`src/rtl/uart_pkg.sv`:
```
// Shared types and constants for the UART echo datapath.
package uart_pkg;

   localparam int DATA_BITS  = 8;
   localparam int FIFO_DEPTH = 4;

   typedef enum logic [2:0] {
      RX_IDLE,
      RX_START,
      RX_DATA,
      RX_STOP,
      RX_WAIT_HIGH
   } rx_state_t;

   typedef enum logic [1:0] {
      TX_IDLE,
      TX_START,
      TX_DATA,
      TX_STOP
   } tx_state_t;

   function automatic int clks_per_bit(input int clk_hz, input int baud);
      return clk_hz / baud;
   endfunction

endpackage

```
`src/rtl/uart_rx.sv`:
```
// 8N1 receiver: 2-flop synchronizer, falling-edge start detect,
// mid-bit sampling, framing-error recovery.
module uart_rx
   import uart_pkg::*;
#(
   parameter int CLKS_PER_BIT = 8
) (
   input  logic                 clk,
   input  logic                 rst,
   input  logic                 rx,
   output logic [DATA_BITS-1:0] data,
   output logic                 valid
);

   localparam int CNT_W = $clog2(CLKS_PER_BIT);
   localparam logic [CNT_W-1:0] CNT_LAST = CNT_W'(CLKS_PER_BIT - 1);
   localparam logic [CNT_W-1:0] CNT_HALF = CNT_W'(CLKS_PER_BIT / 2 - 1);
   localparam logic [2:0]       BIT_LAST = 3'(DATA_BITS - 1);

   logic                 sync1;
   logic                 sync2;
   logic                 prev;
   logic                 fall;
   rx_state_t            state;
   rx_state_t            state_d;
   logic [CNT_W-1:0]     cnt;
   logic [CNT_W-1:0]     cnt_d;
   logic [2:0]           bit_idx;
   logic [2:0]           bit_idx_d;
   logic [DATA_BITS-1:0] shift;
   logic [DATA_BITS-1:0] shift_d;
   logic                 valid_d;

   assign fall = prev & ~sync2;
   assign data = shift;

   always_ff @(posedge clk) begin
      if (rst) begin
         sync1   <= 1'b1;
         sync2   <= 1'b1;
         prev    <= 1'b1;
         state   <= RX_IDLE;
         cnt     <= '0;
         bit_idx <= '0;
         shift   <= '0;
         valid   <= 1'b0;
      end else begin
         sync1   <= rx;
         sync2   <= sync1;
         prev    <= sync2;
         state   <= state_d;
         cnt     <= cnt_d;
         bit_idx <= bit_idx_d;
         shift   <= shift_d;
         valid   <= valid_d;
      end
   end

   always_comb begin
      state_d   = state;
      cnt_d     = cnt + 1'b1;
      bit_idx_d = bit_idx;
      shift_d   = shift;
      valid_d   = 1'b0;
      unique case (state)
         RX_IDLE: begin
            cnt_d = '0;
            if (fall) state_d = RX_START;
         end
         RX_START: begin
            // Half a bit in: a line that has gone high again was a glitch.
            if (cnt == CNT_HALF) begin
               cnt_d     = '0;
               bit_idx_d = '0;
               state_d   = sync2 ? RX_IDLE : RX_DATA;
            end
         end
         RX_DATA: begin
            if (cnt == CNT_LAST) begin
               cnt_d   = '0;
               shift_d = {sync2, shift[DATA_BITS-1:1]};
               if (bit_idx == BIT_LAST) state_d = RX_STOP;
               else bit_idx_d = bit_idx + 1'b1;
            end
         end
         RX_STOP: begin
            if (cnt == CNT_LAST) begin
               cnt_d = '0;
               if (sync2) begin
                  valid_d = 1'b1;
                  state_d = RX_IDLE;
               end else begin
                  state_d = RX_WAIT_HIGH;
               end
            end
         end
         RX_WAIT_HIGH: begin
            cnt_d = '0;
            if (sync2) state_d = RX_IDLE;
         end
         default: state_d = RX_IDLE;
      endcase
   end

endmodule

```
`src/rtl/uart_tx.sv`:
```
// 8N1 transmitter; accepts the next byte in the last stop-bit cycle
// so frames can run back to back with no idle gap.
module uart_tx
   import uart_pkg::*;
#(
   parameter int CLKS_PER_BIT = 8
) (
   input  logic                 clk,
   input  logic                 rst,
   input  logic [DATA_BITS-1:0] data,
   input  logic                 start,
   output logic                 busy,
   output logic                 tx
);

   localparam int CNT_W = $clog2(CLKS_PER_BIT);
   localparam logic [CNT_W-1:0] CNT_LAST = CNT_W'(CLKS_PER_BIT - 1);
   localparam logic [2:0]       BIT_LAST = 3'(DATA_BITS - 1);

   tx_state_t            state;
   tx_state_t            state_d;
   logic [CNT_W-1:0]     cnt;
   logic [CNT_W-1:0]     cnt_d;
   logic [2:0]           bit_idx;
   logic [2:0]           bit_idx_d;
   logic [DATA_BITS-1:0] shift;
   logic [DATA_BITS-1:0] shift_d;
   logic                 line_d;
   logic                 last;

   assign last = cnt == CNT_LAST;
   assign busy = ~((state == TX_IDLE) | ((state == TX_STOP) & last));

   always_ff @(posedge clk) begin
      if (rst) begin
         state   <= TX_IDLE;
         cnt     <= '0;
         bit_idx <= '0;
         shift   <= '0;
         tx      <= 1'b1;
      end else begin
         state   <= state_d;
         cnt     <= cnt_d;
         bit_idx <= bit_idx_d;
         shift   <= shift_d;
         tx      <= line_d;
      end
   end

   // The line is registered, so it trails the state by one cycle.
   always_comb begin
      state_d   = state;
      cnt_d     = last ? '0 : cnt + 1'b1;
      bit_idx_d = bit_idx;
      shift_d   = shift;
      line_d    = 1'b1;
      unique case (state)
         TX_IDLE: begin
            cnt_d = '0;
            if (start) begin
               shift_d = data;
               state_d = TX_START;
            end
         end
         TX_START: begin
            line_d = 1'b0;
            if (last) begin
               bit_idx_d = '0;
               state_d   = TX_DATA;
            end
         end
         TX_DATA: begin
            line_d = shift[0];
            if (last) begin
               shift_d = shift >> 1;
               if (bit_idx == BIT_LAST) state_d = TX_STOP;
               else bit_idx_d = bit_idx + 1'b1;
            end
         end
         TX_STOP: begin
            if (last) begin
               if (start) begin
                  shift_d = data;
                  state_d = TX_START;
               end else begin
                  state_d = TX_IDLE;
               end
            end
         end
         default: state_d = TX_IDLE;
      endcase
   end

endmodule

```
`src/rtl/uart_echo_top.sv`:
```
// IceStick UART loopback: rx -> 4-entry FIFO -> tx, led1 toggles
// on every byte accepted into the FIFO.
module uart_echo_top
   import uart_pkg::*;
#(
   parameter int CLK_HZ       = 12000000,
   parameter int BAUD         = 9600,
   parameter int CLKS_PER_BIT = clks_per_bit(CLK_HZ, BAUD)
) (
   input  logic hwclk,
   input  logic rst,
   input  logic ftdi_rx,
   output logic ftdi_tx,
   output logic led1
);

   localparam int PTR_W = $clog2(FIFO_DEPTH);
   localparam logic [PTR_W:0] DEPTH = FIFO_DEPTH[PTR_W:0];

   logic [DATA_BITS-1:0] rx_data;
   logic                 rx_valid;
   logic                 tx_busy;
   logic [DATA_BITS-1:0] mem [FIFO_DEPTH];
   logic [DATA_BITS-1:0] head;
   logic [PTR_W-1:0]     wr_ptr;
   logic [PTR_W-1:0]     rd_ptr;
   logic [PTR_W:0]       count;
   logic                 full;
   logic                 empty;
   logic                 push;
   logic                 pop;

   assign full  = count == DEPTH;
   assign empty = count == '0;
   assign pop   = ~empty & ~tx_busy;
   // A pop in the same cycle frees a slot, so a full FIFO still accepts.
   assign push  = rx_valid & (~full | pop);
   assign head  = mem[rd_ptr];

   always_ff @(posedge hwclk) begin
      if (push) mem[wr_ptr] <= rx_data;
   end

   always_ff @(posedge hwclk) begin
      if (rst) begin
         wr_ptr <= '0;
         rd_ptr <= '0;
         count  <= '0;
         led1   <= 1'b0;
      end else begin
         if (push) begin
            wr_ptr <= wr_ptr + 1'b1;
            led1   <= ~led1;
         end
         if (pop) rd_ptr <= rd_ptr + 1'b1;
         if (push & ~pop) count <= count + 1'b1;
         else if (pop & ~push) count <= count - 1'b1;
      end
   end

   uart_rx #(
      .CLKS_PER_BIT(CLKS_PER_BIT)
   ) u_rx (
      .clk  (hwclk),
      .rst  (rst),
      .rx   (ftdi_rx),
      .data (rx_data),
      .valid(rx_valid)
   );

   uart_tx #(
      .CLKS_PER_BIT(CLKS_PER_BIT)
   ) u_tx (
      .clk  (hwclk),
      .rst  (rst),
      .data (head),
      .start(pop),
      .busy (tx_busy),
      .tx   (ftdi_tx)
   );

endmodule

```
`config.mk`:
```
export PLATFORM = sky130hd
export DESIGN_NAME = uart_echo_top
export DESIGN_NICKNAME = d
export VERILOG_FILES = /design/src/rtl/uart_pkg.sv /design/src/rtl/uart_rx.sv /design/src/rtl/uart_tx.sv /design/src/rtl/uart_echo_top.sv
export SDC_FILE = /design/constraint.sdc
export NUM_CORES = 1
export LEC_CHECK = 0
export CORE_MARGIN = 3
export CORE_UTILIZATION = 50
export DETAILED_ROUTE_END_ITERATION = 7
export GPL_TIMING_DRIVEN = 0
export PLACE_DENSITY = 0.73
export SLEW_MARGIN = 20
export SYNTH_ARGS = -nofsm -noshare
export SYNTH_HDL_FRONTEND = slang
export SYNTH_HIERARCHICAL = 1
export SYNTH_SLANG_ARGS = --single-unit
```
`constraint.sdc`:
```
create_clock -name hwclk -period 3.9 [get_ports hwclk]
set_clock_uncertainty 0.2 [all_clocks]
set_input_delay 0.78 -clock hwclk [delete_from_list [all_inputs] [get_ports hwclk]]
set_output_delay 0.78 -clock hwclk [all_outputs]
set_load 0.005 [all_outputs]
```
==> results of run 1 <==
[sequential cells by signal, indices dropped and copies added, names as in the netlist, 2 cells and up, named ones only]
register / cells
mem: 32
u_rx/cnt: 11
u_tx/cnt: 11
u_rx/data: 8
u_tx/shift: 8
count: 3
u_rx/bit_idx: 3
u_rx/state: 3
u_tx/bit_idx: 3
rd_ptr: 2
u_tx/state: 2
wr_ptr: 2
[worst paths after layout]
check,slack [ps],cells past startpoint,end
setup / recovery,680,12,count[2]
hold / removal,220,1,u_rx/sync2
setup reg to reg,680,12,count[2]
hold reg to reg,220,1,u_rx/sync2
[cells in the final DEF (no fill, tap or decap), types with 7 or more instances in the layout]
cell / Yosys / final
ha_1: 20 / 20
nor2_1: 40 / 40
nor2_2: 9 / 9
mux2i_1: 20 / 20
nand2b_1: 7 / 7
nand2_1: 11 / 11
a311oi_1: 7 / 7
a21oi_1: 13 / 13
dfxtp_1: 64 / 64
xnor2_1: 7 / 7
mux4_2: 8 / 8
xor2_1: 13 / 13
inv_1: 15 / 15
clkbuf_8: 0 / 10
edfxtp_1: 32 / 32
[cell type report]
| class | instances | area [um2] |
|---|---|---|
| clock buffers | 10 | 138 |
| clock inverters | 6 | 82.6 |
| plain buffers | 17 | 116 |
| well taps | 105 | 131 |
| flip-flops and latches | 96 | 2240 |
| repair buffers | 4 | 40.0 |
| fillers | 686 | 3590 |
| multi-input cells | 243 | 1980 |
| inverters | 15 | 56.3 |
[synth_stat cells (all sizes together), types with 5 or more instances]
cell type,number,area share [%]
nand3,5,0.57
inv,15,1.3
xnor2,7,1.4
buf,13,2.2
ha,20,5.7
mux2i,20,4.6
edfxtp,32,22
and2,6,0.97
nand2,11,0.94
and3,5,0.77
nor2,49,4.7
nand2b,7,1.0
and4,5,1.1
a21oi,14,1.7
nor3,6,0.94
xor2,13,2.6
a311oi,8,1.7
nor2b,5,0.71
dfxtp,64,29
mux4,8,4.1
[worst max-delay path, cell delays in order (launching register included)]
cell,delay [ps]
dfxtp_1,370
or4_4,610
nor3_1,210
a21oi_1,180
nand2_1,100
o31a_1,140
buf_6,140
ha_1,180
inv_1,60
fa_1,370
xor2_1,150
or3_1,300
a21oi_1,150
[per-layer routing]
layer	share of wire, %	up-vias
met3	3.6	8
li1	-	1368
met5	0	-
met1	45	1305
met4	1.0	0
met2	50	34
[logic make-up after synthesis]
kind of cell             after synthesis  synth area share (%)
adder cells (fa/ha/maj)               21                  6.15
flip-flops                            96                  51.0
AND/OR/NAND/NOR                      123                  16.4
AO/OA/AOI/OAI                         48                  9.02
buffers and inverters                 32                  3.93
XOR/XNOR                              20                  3.98
multiplexers                          31                  9.59
[per-stage QoR]
step | util, % | std cells | cell area (um2)
final | 57.1 | 496 | 4790
after global routing | 57.1 | 496 | 4790
after CTS | 57.1 | 496 | 4790
after detailed placement | 54.5 | 480 | 4570
after global placement | 54.5 | 480 | 4570
after floorplan | - | 371 | 4400
[report_power, final]
part / internal, mW / switching (mW) / leakage (nW)
clock network: 0.374 / 0.331 / 0.104
registers: 1.10 / 0.0512 / 0.816
logic: 0.321 / 0.392 / 0.829
==> flow_summary.ini, run 1 <==
[grt]
grt_pass1_vias = 2657
grtUsageMet3_pct = 4.59
grt_pass1_wl_um = 12300
grt_max_degree = 16
met1_usage_pct = 19.0
antenna_found_initial = 0
grt.busiest_layer = met2
globalRouteMet2Util_pct = 26.2
overflow = 0
gr-usage-all-layers_pct = 15.3

[worst_setup_path]
critPathMaxFanout = 8
cp-end-kind = flip-flop
path_class = reg2reg
worstReg2RegStart = u_tx/cnt[4]
crit_required_ps = 3980
crit_path_start_kind = flip-flop
startpoint = u_tx/cnt[4]
crit_arrival_ps = 3310

[timing]
post-route-min-period_ps = 3220
finalSetupTns_ps = 0
slew_headroom_pct = 61.9
finalHoldViolations = 0
rsz0062_at_grt = no
hold_ws_ps = 223
min_period_over_period_pct = 82.6
clock.fmax_ghz = 0.310
finalSetupViolCount = 0
worstMarginPinSlew_ps = 572
final_max_slew_viol_count = 0
fin_ws_ps = 677

[clocking]
clockBufferDepth = 2
cts_setup_buffers = 0
hold_buffers = 0
cts_max_level = 3
path_clk_slew_ps = 90
clk_latency_ps = 350
cts_tree = yes
clock-sinks = 96
cts_root_buffer = clkbuf_8
cts_buffers = 9
cts_resized = 0

[place]
port_buffers = 4
hpwl_um = 5000
post-place-ws_ps = 710
gp_congestion = 0.760

[drt]
via_per_inst = 5.47
drcViolationCount = 0
vias = 2715
ant_nets = 0
drt-initial-drc-count = 85
avgRoutedWirePerCell_um = 14.3
firstDrtPassIters = 4
routed_wl_um = 7080

[outcome]
status = finished, final reports clean

[yosys]
yosysWarningCount = 6
yosysSeqAreaShare_pct = 51.0
syn_area_um2 = 4400
syn-instance-count = 371
synth_edf_count = 32
synth_fp_nets = 395
ys_ff_latch = 96
synthFlopType = dfxtp_1
async_flop_share_pct = 0
synth_cell_type_count = 65
syn_avg_cell_area_um2 = 11.9

[die]
ioPinCount = 5
dieArea_um2 = 9960
start_util_pct = 52.5
dieHeight_um = 99.8
fp.dieW_um = 99.8
core-area_um2 = 8380
rows = 33

[final_layout]
syn2layout_area_growth_pct = 8.90
num_antenna_cells = 0
nets = 410
drive_gt1_share_pct = 17.9

[power_and_ir_drop]
ir_drop_v = 0.000209
powerDensity_nw_per_um2 = 537
power.total_mw = 2.57
leakagePower_nw = 1.75

[min_path]
min_path_type = reg2reg
hp-start = u_rx/sync1

[run]
cap_violations = 0
Note: power is estimated with default switching activity, not from simulation.
==> run 2: changes to the inputs <==
Settings changed: PLACE_DENSITY 0.73 to 0.75.
Clock period 3.9 ns to 2.65 ns, I/O delays scaled along.
==> flow_summary.ini, run 2 (synthesis results as in run 1) <==
[final_layout]
drive_gt1_share_pct = 24.4
reg_top3 = mem: 32 flops, u_rx/cnt: 11 flops, u_tx/cnt: 11 flops
final_cell_mix = 61 x dfxtp_1, 38 x nor2_1, 32 x edfxtp_1, 20 x mux2i_1, 19 x ha_1
area.sequential_um2 = 2250
fill_cells = 698
final_common_cell = dfxtp_1
nets = 424
largest-register = mem
largest_reg_flops = 32
num_antenna_cells = 0
multiInputGateArea_um2 = 2040
syn2layout_area_growth_pct = 13.3

[grt]
antenna_found_initial = 0
grt_pass1_vias = 2759
overflow = 0
grt_max_degree = 17
grt_pass1_wl_um = 12300
gr-usage-all-layers_pct = 15.3

[drt]
routed_wl_um = 7230
vias = 2762
ant_nets = 0
drcViolationCount = 0
drt-initial-drc-count = 81
firstDrtPassIters = 4
via_per_inst = 5.42
avgRoutedWirePerCell_um = 14.2

[timing]
slew_headroom_pct = 59.6
min_period_over_period_pct = 106
worstMarginPinSlew_ps = 602
post-route-min-period_ps = 2810
fin_ws_ps = -157
final_max_slew_viol_count = 0
finalHoldViolations = 0
rsz0062_at_grt = yes
clock.fmax_ghz = 0.356
finalSetupTns_ps = -318
finalSetupViolCount = 3

[worst_setup_path]
crit_arrival_ps = 2890
crit_chain = or4_4 -> nor3_4 -> a21oi_4 -> nand2_1 -> o31a_1 -> buf_6 -> ha_4 -> inv_2 -> fa_2 -> xor2_1 -> or3_1 -> a21oi_1
path_class = reg2reg
crit_path_start_kind = flip-flop
cp_slowest_stage_delay_ps = 560
path_delay_family = simple AND/OR/NAND/NOR gates
critPathMaxFanout = 2
crit_buf_inv = 2
cp-end-kind = flip-flop
cpMaxStageDelayCell = or4_4
r2r_slack_ps = -160
crit_required_ps = 2740

[power_and_ir_drop]
p_clk_share_pct = 25.4
p_comb_share_pct = 33.4
leakagePower_nw = 1.85
seqPwrFrac_pct = 41.2
p_int_mw = 2.88
ir_drop_v = 0.000373
powerDensity_nw_per_um2 = 832
p_sw_share_pct = 30.4
switchingPower_mw = 1.26

[die]
dieHeight_um = 99.8
start_util_pct = 52.5
ioPinCount = 5
core-area_um2 = 8380
rows = 33
fp.dieW_um = 99.8
dieArea_um2 = 9960

[outcome]
status = complete, but fails checks
violations = setup timing

[clocking]
clk_latency_ps = 350
clockBufferDepth = 2
hold_buffers = 0
path_clk_slew_ps = 90
cts_root_buffer = clkbuf_8
cts_buffers = 9
clock-sinks = 96
cts_tree = yes
cts_max_level = 3

[place]
gp_congestion = 0.801
port_buffers = 4
hpwl_um = 5030
post-place-ws_ps = -339

[min_path]
min_path_type = reg2reg

[run]
cap_violations = 0
-- run 2: changes by cell type in the layout (fill, tap and decap cells not counted), sizes merged --
cell,previous run,this run
buf,13,27
clkinvlp,2,0
inv,15,16
clkinv,2,3
-- run 2: worst register-to-register path: cells and delay by family (launching register included) --
kind / cells / cell delay [ps]
buf+inv: 2 / 150
xor+xnor: 1 / 150
simple gates: 4 / 1130
fa+ha+maj: 2 / 450
flops: 1 / 330
compound gates: 3 / 340
-- run 2: routing by layer --
layer	part of all wire, %	track usage, %
met5	0	0
met4	0.59	5.15
met3	2.5	3.82
met2	53	27.0
met1	44	18.1
-- run 2: final cells by class --
cell class,instances,area share (%)
sequential,96,45.1
multi-input combinational,243,41.0
timing repair buffer,18,3.06
clock buffer,10,2.76
tap,105,2.64
buffer,17,2.46
clock inverter,6,1.83
inverter,15,1.13
-- run 2: stage by stage --
stage               hold slack (ps)  area (um2)  power (mW)  instances  utilization [%]
finish                          222        4980        4.14        510             59.4
global route                    240        4980        4.38        510             59.4
floorplan                       189        4430        2.60        371                -
detailed placement              199        4600        2.82        480             54.9
global placement                200        4600        2.78        480             54.9
CTS                             225        4910        3.97        503             58.5
-- run 2: power by group through the flow --
stage,registers [mW],logic (mW),clock network (mW)
after floorplan,1.72,0.886,0
after global placement,1.73,1.04,0
after detailed placement,1.74,1.09,0
after CTS,1.70,1.18,1.09
after global routing,1.72,1.52,1.15
final,1.71,1.39,1.05
-- run 2: path summary, 6_finish.rpt --
kind	start	endpoint	cells past startpoint
setup / recovery	u_tx/cnt[3]	count[2]	12
hold / removal	u_rx/sync1	u_rx/sync2	1
setup reg to reg	u_tx/cnt[3]	count[2]	12
hold reg to reg	u_rx/sync1	u_rx/sync2	1
-- run 2: timing repair --
action,4_1_cts,5_1_grt
resized for setup,9,9
buffers inserted,7,8
pin swaps,6,7
endpoints found under the setup margin,11,5
==> run 3: changes to the inputs <==
Settings changed: CORE_MARGIN 3 to 4, PLACE_DENSITY 0.75 to 0.73.
Clock period 2.65 ns to 3.2 ns, I/O delays scaled along.
==> flow_summary.ini, run 3 (synthesis results as in run 1) <==
[die]
core-area_um2 = 8380
rows = 33
ioPinCount = 5
fp.dieW_um = 102
dieHeight_um = 102
dieArea_um2 = 10400
start_util_pct = 52.5

[drt]
ant_nets = 0
drt-initial-drc-count = 53
firstDrtPassIters = 4
via_per_inst = 5.43
avgRoutedWirePerCell_um = 14.0
drcViolationCount = 0
routed_wl_um = 7020
vias = 2733

[final_layout]
fin_util_pct = 57.7
reg_top3 = mem: 32 flops, u_rx/cnt: 11 flops, u_tx/cnt: 11 flops
stdcell_count = 503
final_common_cell = dfxtp_1
largest-register = mem
nets = 417
syn2layout_area_growth_pct = 9.90
drive_gt1_share_pct = 21.1
final_cell_mix = 62 x dfxtp_1, 40 x nor2_1, 32 x edfxtp_1, 20 x mux2i_1, 19 x ha_1
num_antenna_cells = 0
largest_reg_flops = 32
fill_cells = 727
fin_area_um2 = 4830

[grt]
gr-usage-all-layers_pct = 15.3
overflow = 0
antenna_found_initial = 0
grt_max_degree = 19
grt_pass1_wl_um = 12400
grt_pass1_vias = 2715

[place]
gp_congestion = 0.755
dpl.cell_count = 480
place_area_um2 = 4570
hpwl_um = 4930
port_buffers = 4

[run]
cap_violations = 0

[clocking]
clock-sinks = 96
cts_buffers = 9
clockBufferDepth = 2
path_clk_slew_ps = 100
clk_latency_ps = 370
cts_root_buffer = clkbuf_8
cts_tree = yes
hold_buffers = 0
cts_max_level = 3

[power_and_ir_drop]
ir_drop_v = 0.000245
switchingPower_mw = 1.00
powerDensity_nw_per_um2 = 630
power.total_mw = 3.04
p_int_mw = 2.04
seqPwrFrac_pct = 46.2
p_sw_share_pct = 32.9
p_clk_share_pct = 24.7
leakagePower_nw = 1.77
p_comb_share_pct = 29.1

[min_path]
min_path_type = reg2reg

[worst_setup_path]
path_class = reg2reg
crit_path_start_kind = flip-flop
crit_required_ps = 3300
crit_arrival_ps = 3150
critPathMaxFanout = 5
cp-end-kind = flip-flop

[timing]
slew_headroom_pct = 63.1
finalHoldViolations = 0
rsz0062_at_grt = no
worstMarginPinSlew_ps = 553
final_max_slew_viol_count = 0
post-route-min-period_ps = 3050
min_period_over_period_pct = 95.4
finalSetupViolCount = 0
clock.fmax_ghz = 0.328

[outcome]
status = finished, final reports clean
[run 3: changes by cell type in the layout (fill, tap and decap cells not counted), sizes merged]
cell / change
bufinv: -2
buf: -7
clkinv: -1
inv: +3
clkinvlp: +1
clkbuf: -1
[run 3: through the flow]
| stage | setup WS [ps] | TNS [ps] | hold slack (ps) |
|---|---|---|---|
| after CTS | 60.9 | 0 | 228 |
| after global routing | 18.1 | 0 | 240 |
| after global placement | 34.0 | 0 | 199 |
| after detailed placement | -5.04 | -5.04 | 201 |
| after floorplan | 225 | 0 | 189 |
| final | 148 | 0 | 222 |
[run 3: final cells by class]
type	count	area (um2)	area share (%)
tap	105	131	2.72
multi-input combinational	243	2010	41.5
inverter	15	56.3	1.16
sequential	96	2240	46.4
clock inverter	7	60.1	1.24
clock buffer	9	124	2.56
buffer	17	116	2.41
timing repair buffer	11	92.6	1.92
[run 3: worst max-delay path: stages, from the launching register on]
cell and delay, ps:
dfxtp_2 350, or4_4 590, nor3_4 240, a21oi_4 100
nand2_1 80, o31a_1 130, buf_6 110, ha_2 170
inv_1 50, fa_1 370, xor2_1 150, or3_1 310
a21oi_1 130
[run 3: per-layer routing]
metal	wire [um]	share of wire [%]	track usage, %	vias up
li1	-	-	-	1381
met1	3180	45	18.0	1320
met2	3520	50	26.2	20
met3	193	2.7	4.41	12
met4	131	1.9	6.03	0
met5	0	0	0	-
[run 3: power by group through the flow]
stage | clock network, mW | registers, mW | logic, mW
floorplan | 0 | 1.42 | 0.713
global placement | 0 | 1.43 | 0.847
detailed placement | 0 | 1.44 | 0.874
CTS | 0.773 | 1.41 | 0.881
global route | 0.821 | 1.42 | 0.997
finish | 0.751 | 1.41 | 0.886
[run 3: worst paths after layout]
path                             startpoint    endpoint  slack, ps  cells after the start
worst max register to register  u_tx/cnt[9]    count[2]        150                     12
worst min-delay path             u_rx/sync1  u_rx/sync2        220                      1
worst max-delay path            u_tx/cnt[9]    count[2]        150                     12
worst min register to register   u_rx/sync1  u_rx/sync2        220                      1
[run 3: repair_timing]
| item | 4_1_cts | 5_1_grt |
|---|---|---|
| gates resized for setup | 2 | 5 |
| buffers inserted | 0 | 7 |
| endpoints found under the setup margin | 1 | 3 |
| pin swaps | 0 | 2 |
